<file path="src/rtl/bus_ctrl_decoder.sv">
// Bus control decoder: captures the granted master's request, decodes the slave code and
// holds one registered enable until that slave completes. Optional ACCESS watchdog: BUS_TIMEOUT_EN.
module bus_ctrl_decoder #(
  parameter int NUM_MASTERS    = 2,
  parameter int NUM_SLAVES     = 3,
  parameter int SLV_W          = 2,
  parameter int ADDR_W         = 7,
  parameter int TIMEOUT_CYCLES = 16,
  localparam int REQ_W  = SLV_W + 1 + ADDR_W,
  localparam int MSEL_W = (NUM_MASTERS > 1) ? $clog2(NUM_MASTERS) : 1
) (
  input  logic                         clk,
  input  logic                         rst,
  input  logic [NUM_MASTERS*REQ_W-1:0] m_req,
  input  logic [NUM_MASTERS-1:0]       m_valid,
  input  logic [MSEL_W-1:0]            master_select,
  input  logic [NUM_SLAVES-1:0]        s_ready,
  output logic [ADDR_W-1:0]            address_slave,
  output logic [NUM_SLAVES-1:0]        wen,
  output logic [NUM_SLAVES-1:0]        ren,
  output logic [NUM_MASTERS-1:0]       m_done,
  output logic [NUM_MASTERS-1:0]       m_err,
  output logic                         busy
);

  typedef enum logic [1:0] {
    IDLE   = 2'b00,
    DECODE = 2'b01,
    ACCESS = 2'b10
  } state_t;

  state_t                 state_r;
  state_t                 state_next_s;
  logic [REQ_W-1:0]       word_r;
  logic [REQ_W-1:0]       word_next_s;
  logic [MSEL_W-1:0]      owner_r;
  logic [MSEL_W-1:0]      owner_next_s;
  logic [ADDR_W-1:0]      addr_next_s;
  logic [NUM_SLAVES-1:0]  wen_next_s;
  logic [NUM_SLAVES-1:0]  ren_next_s;
  logic [NUM_MASTERS-1:0] done_next_s;
  logic [NUM_MASTERS-1:0] err_next_s;
  logic                   busy_next_s;

  logic                   req_hit_s;
  logic [REQ_W-1:0]       sel_word_s;
  logic [SLV_W-1:0]       slv_idx_s;
  logic                   code_ok_s;
  logic                   rw_s;
  logic [NUM_SLAVES-1:0]  slv_onehot_s;
  logic                   sel_ready_s;
  logic [NUM_MASTERS-1:0] owner_onehot_s;
  logic                   timeout_s;

  // Slave index is the bitwise complement of the code, i.e. (2^SLV_W-1) - code.
  assign slv_idx_s   = ~word_r[REQ_W-1:ADDR_W+1];
  assign rw_s        = word_r[ADDR_W];
  assign code_ok_s   = ({1'b0, slv_idx_s} < (SLV_W+1)'(NUM_SLAVES));
  assign sel_ready_s = |(s_ready & slv_onehot_s);

  // Mux the granted master's word; out-of-range selects match nothing.
  always_comb begin
    req_hit_s  = 1'b0;
    sel_word_s = {REQ_W{1'b0}};
    for (int i = 0; i < NUM_MASTERS; i++) begin
      req_hit_s  = req_hit_s | (m_valid[i] & (master_select == MSEL_W'(i)));
      sel_word_s = sel_word_s | ({REQ_W{master_select == MSEL_W'(i)}} & m_req[i*REQ_W +: REQ_W]);
    end
  end

  // One-hot views of the captured slave index and owning master.
  always_comb begin
    slv_onehot_s   = {NUM_SLAVES{1'b0}};
    owner_onehot_s = {NUM_MASTERS{1'b0}};
    for (int i = 0; i < NUM_SLAVES; i++) begin
      slv_onehot_s[i] = (slv_idx_s == SLV_W'(i));
    end
    for (int i = 0; i < NUM_MASTERS; i++) begin
      owner_onehot_s[i] = (owner_r == MSEL_W'(i));
    end
  end

`ifdef BUS_TIMEOUT_EN
  localparam int CNT_W = $clog2(TIMEOUT_CYCLES + 1);
  logic [CNT_W-1:0] tmo_cnt_r;

  // Watchdog counter: zero outside ACCESS, counts each ACCESS cycle.
  always_ff @(posedge clk or negedge rst) begin
    if (!rst) begin
      tmo_cnt_r <= {CNT_W{1'b0}};
    end else if (state_r == ACCESS) begin
      tmo_cnt_r <= tmo_cnt_r + CNT_W'(1);
    end else begin
      tmo_cnt_r <= {CNT_W{1'b0}};
    end
  end

  assign timeout_s = (state_r == ACCESS) && (tmo_cnt_r == CNT_W'(TIMEOUT_CYCLES - 1));
`else
  // No watchdog: the comparison is constant false, so ACCESS waits indefinitely.
  assign timeout_s = (TIMEOUT_CYCLES < 0);
`endif

  // Next-state and next-output logic.
  always_comb begin
    state_next_s = state_r;
    word_next_s  = word_r;
    owner_next_s = owner_r;
    addr_next_s  = address_slave;
    wen_next_s   = wen;
    ren_next_s   = ren;
    done_next_s  = {NUM_MASTERS{1'b0}};
    err_next_s   = {NUM_MASTERS{1'b0}};
    case (state_r)
      IDLE: begin
        if (req_hit_s) begin
          word_next_s  = sel_word_s;
          owner_next_s = master_select;
          state_next_s = DECODE;
        end else begin
          state_next_s = IDLE;
        end
      end
      DECODE: begin
        if (code_ok_s) begin
          addr_next_s = word_r[ADDR_W-1:0];
          if (rw_s) begin
            wen_next_s = slv_onehot_s;
          end else begin
            ren_next_s = slv_onehot_s;
          end
          state_next_s = ACCESS;
        end else begin
          err_next_s   = owner_onehot_s;
          state_next_s = IDLE;
        end
      end
      ACCESS: begin
        if (sel_ready_s) begin
          wen_next_s   = {NUM_SLAVES{1'b0}};
          ren_next_s   = {NUM_SLAVES{1'b0}};
          done_next_s  = owner_onehot_s;
          state_next_s = IDLE;
        end else if (timeout_s) begin
          wen_next_s   = {NUM_SLAVES{1'b0}};
          ren_next_s   = {NUM_SLAVES{1'b0}};
          err_next_s   = owner_onehot_s;
          state_next_s = IDLE;
        end else begin
          state_next_s = ACCESS;
        end
      end
      default: begin
        wen_next_s   = {NUM_SLAVES{1'b0}};
        ren_next_s   = {NUM_SLAVES{1'b0}};
        state_next_s = IDLE;
      end
    endcase
    // Busy covers the whole transaction including its final response pulse.
    busy_next_s = (state_next_s != IDLE) | (|done_next_s) | (|err_next_s);
  end

  // State, captured request and registered outputs.
  always_ff @(posedge clk or negedge rst) begin
    if (!rst) begin
      state_r       <= IDLE;
      word_r        <= {REQ_W{1'b0}};
      owner_r       <= {MSEL_W{1'b0}};
      address_slave <= {ADDR_W{1'b0}};
      wen           <= {NUM_SLAVES{1'b0}};
      ren           <= {NUM_SLAVES{1'b0}};
      m_done        <= {NUM_MASTERS{1'b0}};
      m_err         <= {NUM_MASTERS{1'b0}};
      busy          <= 1'b0;
    end else begin
      state_r       <= state_next_s;
      word_r        <= word_next_s;
      owner_r       <= owner_next_s;
      address_slave <= addr_next_s;
      wen           <= wen_next_s;
      ren           <= ren_next_s;
      m_done        <= done_next_s;
      m_err         <= err_next_s;
      busy          <= busy_next_s;
    end
  end

endmodule

</file>
<file path="config.mk">
export PLATFORM = sky130hd
export DESIGN_NAME = bus_ctrl_decoder
export DESIGN_NICKNAME = d
export VERILOG_FILES = /design/src/rtl/bus_ctrl_decoder.sv
export SDC_FILE = /design/constraint.sdc
export NUM_CORES = 1
export LEC_CHECK = 0
export CAP_MARGIN = 15
export CORE_MARGIN = 4
export CORE_UTILIZATION = 46
export DETAILED_ROUTE_END_ITERATION = 7
export PLACE_DENSITY = 0.76
export SYNTH_ARGS = -nofsm -noshare
export SYNTH_HDL_FRONTEND = slang
export SYNTH_SLANG_ARGS = --single-unit
</file>
<file path="constraint.sdc">
create_clock -name clk -period 1.7 [get_ports clk]
set_input_delay 0.34 -clock clk [delete_from_list [all_inputs] [get_ports clk]]
set_output_delay 0.34 -clock clk [all_outputs]
set_load 0.05 [all_outputs]
</file>
# After elaboration in Yosys (flattened, before gate mapping)
# Index checks and enable logic that the tools add are counted.
# totals
regBits	31
latchBits	0
ram_bits	0
rom_bits	0
inputBits	28
output_inout_bits	18
elab_cells	56
memories	0
# classes
add_sub_neg	0
multipliers	0
n_div	0
order_cmp	1
eq_ne	8
shifts	0
mux	15
bitwise	13
reduce_logical	10
# op_table
cell	count
10-bit bitwise AND	2
3-bit one-hot mux with 3 select lines	2
3-bit two-way mux	5
2-bit two-way mux	6
10-bit OR	1
2-bit inequality test, second input constant	4
4-bit AND reduction	2
2-bit one-hot mux with 3 select lines	1
2-bit by 1-bit == test with 1-bit output, second input constant	2
2-bit == test, second input constant	2
2-bit logical NOT	2
2-bit AND reduction	2
2-bit OR reduction	2
3-bit bitwise AND	1
1-bit inverter	3
1-bit OR	3
3-bit OR reduction	1
1-bit bitwise AND	2
2-bit < comparator, second input constant	1
2-bit inverter	1
2-bit nonzero test	1
1-bit two-way mux	1

# Longest topological paths before layout
# Gate-level depths: netlist (run 1).
# depth
depth_word	9
depth_mapped	4
ltp_nobuf	3

# Worst setup path before layout (run 1)
# Ideal clock, no wire load.
# synth_path
path_kind	register to register
from	register word_r[9]
to	register wen[0]
arrival_ns	1.442
setup_slack_ns	0.175
stages_incl_launch_ff	5
path_buffers	1
synth_period_minus_slack_ns	1.525
cell_sequence	dfrtp_1 -> buf_6 -> mux2_4 -> a2111o_4 -> o22ai_2
# synth_via
elab_chain_cells	6
# synth_rtl
item	line_no	source
start: declaration	34	logic [REQ_W-1:0] word_r;
start signal: assignment	167	word_r <= {REQ_W{1'b0}};
start signal: assignment	177	word_r <= word_next_s;
2-bit inverter (*)	56	assign slv_idx_s = ~word_r[REQ_W-1:ADDR_W+1];
2-bit by 1-bit == test with 1-bit output (tied with other cells)	76	slv_onehot_s[i] = (slv_idx_s == SLV_W'(i));
3-bit bitwise AND	59	assign sel_ready_s = |(s_ready & slv_onehot_s);
3-bit OR reduction	59	
2-bit inequality test (no line)	-	
4-bit AND reduction (no line)	-	
end signal: assignment	170	wen <= {NUM_SLAVES{1'b0}};
end signal: assignment	180	wen <= wen_next_s;
end: declaration	19	output logic [NUM_SLAVES-1:0] wen,
# Every way passes the cells marked *; elsewhere a longest branch is shown, timed or not. The select of a mux whose other input is x is not followed.
# A chain may end at the register's enable or synchronous reset.

# Worst setup path in the final report (run 1)
# layout_path
from	register word_r[9]
to	register ren[0]
# layout_via
elab_chain_cells	6
# layout_rtl
item	line_no	source
2-bit inverter (*)	56	
2-bit by 1-bit == test with 1-bit output (tied with other cells)	76	
3-bit bitwise AND	59	
3-bit OR reduction	59	
2-bit inequality test (no line)	-	
4-bit AND reduction (no line)	-	
end signal: assignment	171	ren <= {NUM_SLAVES{1'b0}};
end signal: assignment	181	ren <= ren_next_s;
end: declaration	20	output logic [NUM_SLAVES-1:0] ren,
# Marked as above.

==> flow_metrics.tcl, run 1 <==
set metrics [dict create \
    ys_seq_elements 31 \
    clkSinkCount 31 \
    status "completed" \
    ant_nets 0 \
    start_kind "register" \
    drt_wl_total_um 2961 \
    rows 20 \
    area_delta_synth_final_pct 35.99 \
    vias_per_cell 5.219 \
    path_buf_inv 0 \
    synth_common_cells "dfrtp_1 (31), mux2_2 (27), inv_1 (7), clkbuf_1 (4), nand2_1 (4)" \
    reg2reg_depth 3 \
    cts_resized 0 \
    use_met3 0.07381 \
    die_width_um 64.34 \
    finalSetupViolCount 0 \
    power_density_mw_per_mm2 1743 \
    period_share 0.9433 \
    vias 1096 \
    yosysWarningCount 0 \
    initial_utilization 0.4783 \
    drc 0 \
    maxSlewViolCount 0 \
    cts-root-buf "clkbuf_4" \
    leakagePower_nw 0.8721 \
    crit_arrival_ns 1.86 \
    fin_hold_ws_ns 0.4019 \
    yosysMostFrequentCell "dfrtp_1" \
    post_cts_buffers 0 \
    core_sq_mm 0.003053 \
    end_kind "register" \
    synth_cell_types 33 \
    dieArea_sq_mm 0.004140 \
    yosys-top-cells-area "dfrtp_1 (53%), mux2_2 (21%), o32ai_2 (2.2%)" \
    synthCells 113 \
    layout_min_cycle_time_ns 1.604 \
    path_delay_family "compound AO/OA/AOI/OAI gates" \
    grt_pass1_wl_um 5030 \
    antenna_found_initial 0 \
    cp_max_fo 8 \
    place.gp.congestion 0.7576 \
    cts_buffers 5 \
    dr.pass1.iters 4 \
    io_buffers 45 \
    pre_cts_ws_ns -0.1175 \
    pin_count 46 \
    finalHoldViolCount 0 \
    synth_top_area_cell "dfrtp_1" \
    fin_tns_setup_ns 0 \
    met1_usage 0.1828 \
    rsz0062_at_grt "no" \
    grt.overflow.total 0 \
    synth_top_area_share 0.5313 \
    grt-busiest-layer "met2" \
    r2r-end "ren[0]" \
    clk_pin_slew_worst_paths_ns 0.10 \
    max_cap_violations 0 \
    syn-mean-instance-area_sq_um 12.92 \
    clock_latency_ns 0.32 \
    nets 193 \
    r2r_setup_slack_ns 0.1 \
    setup_ws_ns 0.09639 \
    synth_seq_area_share 0.5313 \
    cts_tree "built" \
    final_layout_size_suffix_gt1_frac 0.4036 \
    post-route-util 0.6504 \
    synth_edf_count 0 \
    hold_class "primary input to async pin" \
    criticalPathCategory "register to register" \
    cts-htree-levels 2 \
    grt.met2_usage 0.2680 \
    worstMarginPinSlew_ns 0.3853 \
    ir_drop_mv 1.029 \
    first_iter_violations 42 \
    reg2reg_from "word_r[9]" \
    cp.required_ns 1.95 \
    place_hpwl_um 2228 \
    cp_slowest_stage_delay_ns 0.55 \
    grt_max_degree 32 \
    synth_nets 141 \
    skew_ns 0.01185 \
    startpoint "word_r[9]" \
    grt_pass1_vias 1107 \
    post_drt_wl_per_cell_um 14.10 \
    cts_hold_buf 0 \
    async_reset_ff_frac 1.000 \
    cp_cell_sequence "mux2_4, a2111o_4, o211ai_2" \
    slew_headroom 0.7395 \
    cts_buffer_depth 2 \
    num_antenna_cells 0 \
    die_h_um 64.34 \
    gr-usage-all-layers 0.1607 \
    max_freq_mhz 623.6 \
    slowest_stage "a2111o_4" \
    syn_area_sq_mm 0.001460 \
    synthFlopType "dfrtp_1" \
]
registers in the layout (all words and copies together) (netlist names):
signal / flops
state_r: 2
wen: 3
owner_r: 1
address_slave: 7
ren: 3
word_r: 10
m_done: 2
m_err: 2
busy: 1
kinds of logic (layout without fill, tap and decap cells):
group           Yosys count  count (layout)  synth area share
compound gates           20              20            0.1191
buf+inv                  14              67           0.04713
flops                    31              31            0.5313
mux                      29              29            0.2254
simple gates             19              19           0.07712
cell usage in the layout, fill, tap and decap left out, types with 2 or more instances in the layout:
master and instances:
clkbuf_4 5, nor4_1 2, o21ai_0 3, nor2_1 2, and3b_1 2, nor2b_1 2
buf_4 25, mux2_2 27, o32ai_2 2, clkdlybuf4s50_1 27, o21ai_1 2, dfrtp_1 31
o211ai_1 2, a31oi_1 2, nand2_1 4, clkbuf_1 2, a21oi_1 2, inv_1 7
stage by stage:
step | power (mW) | cell area, sq um | cells
6_report | 3.460 | 1986 | 210
5_1_grt | 3.693 | 1986 | 210
4_1_cts | 3.504 | 1986 | 210
3_5_place_dp | 3.100 | 1936 | 202
3_3_place_gp | 3.048 | 1936 | 202
2_1_floorplan | 2.560 | 1460 | 113
worst reg2reg max path: cells and delay by family, from the launching register on:
family,cells,cell delay [ns]
compound gates,2,0.71
flops,1,0.49
mux,1,0.34
area by class of cell:
cell class | count | area (sq um)
multi-input combinational | 68 | 620.6
timing repair buffer | 52 | 457.9
inverter | 7 | 26.28
fill | 275 | 1067
clock buffer | 7 | 45.04
clock inverter | 1 | 5.005
sequential | 31 | 775.7
tap | 44 | 55.05
how the worst max path moves through the flow:
stage                     slack, ns  cells after the start      to
after floorplan                0.17                      4  wen[0]
after global placement        -0.09                      4  wen[0]
after detailed placement      -0.12                      4  ren[0]
after CTS                       0.1                      3  ren[0]
after global routing           0.02                      3  ren[1]
final                           0.1                      3  ren[0]
power breakdown:
group,total (mW),switching [mW],internal [mW],leakage (nW)
registers,1.29,0.240,1.05,0.383
clock network,0.395,0.234,0.161,0.0293
logic,1.78,1.03,0.743,0.460
routing by layer:
| layer | share of wire | vias up | wire length (um) |
|---|---|---|---|
| met3 | 0.073 | 6 | 216 |
| met5 | 0 | - | 0 |
| met4 | 0.013 | 0 | 38 |
| met1 | 0.41 | 540 | 1222 |
| met2 | 0.50 | 37 | 1483 |
| li1 | - | 513 | - |
Power figures use the tool's default switching activity.
==> run 2: changes to the inputs <==
--- a/config.mk
+++ b/config.mk
@@ -10,6 +10,7 @@
 export CORE_UTILIZATION = 46
 export DETAILED_ROUTE_END_ITERATION = 7
 export PLACE_DENSITY = 0.76
+export SLEW_MARGIN = 30
 export SYNTH_ARGS = -nofsm -noshare
 export SYNTH_HDL_FRONTEND = slang
 export SYNTH_SLANG_ARGS = --single-unit
==> results of run 2 <==
No change in the layout: final DEF, timing and power equal those of run 1.
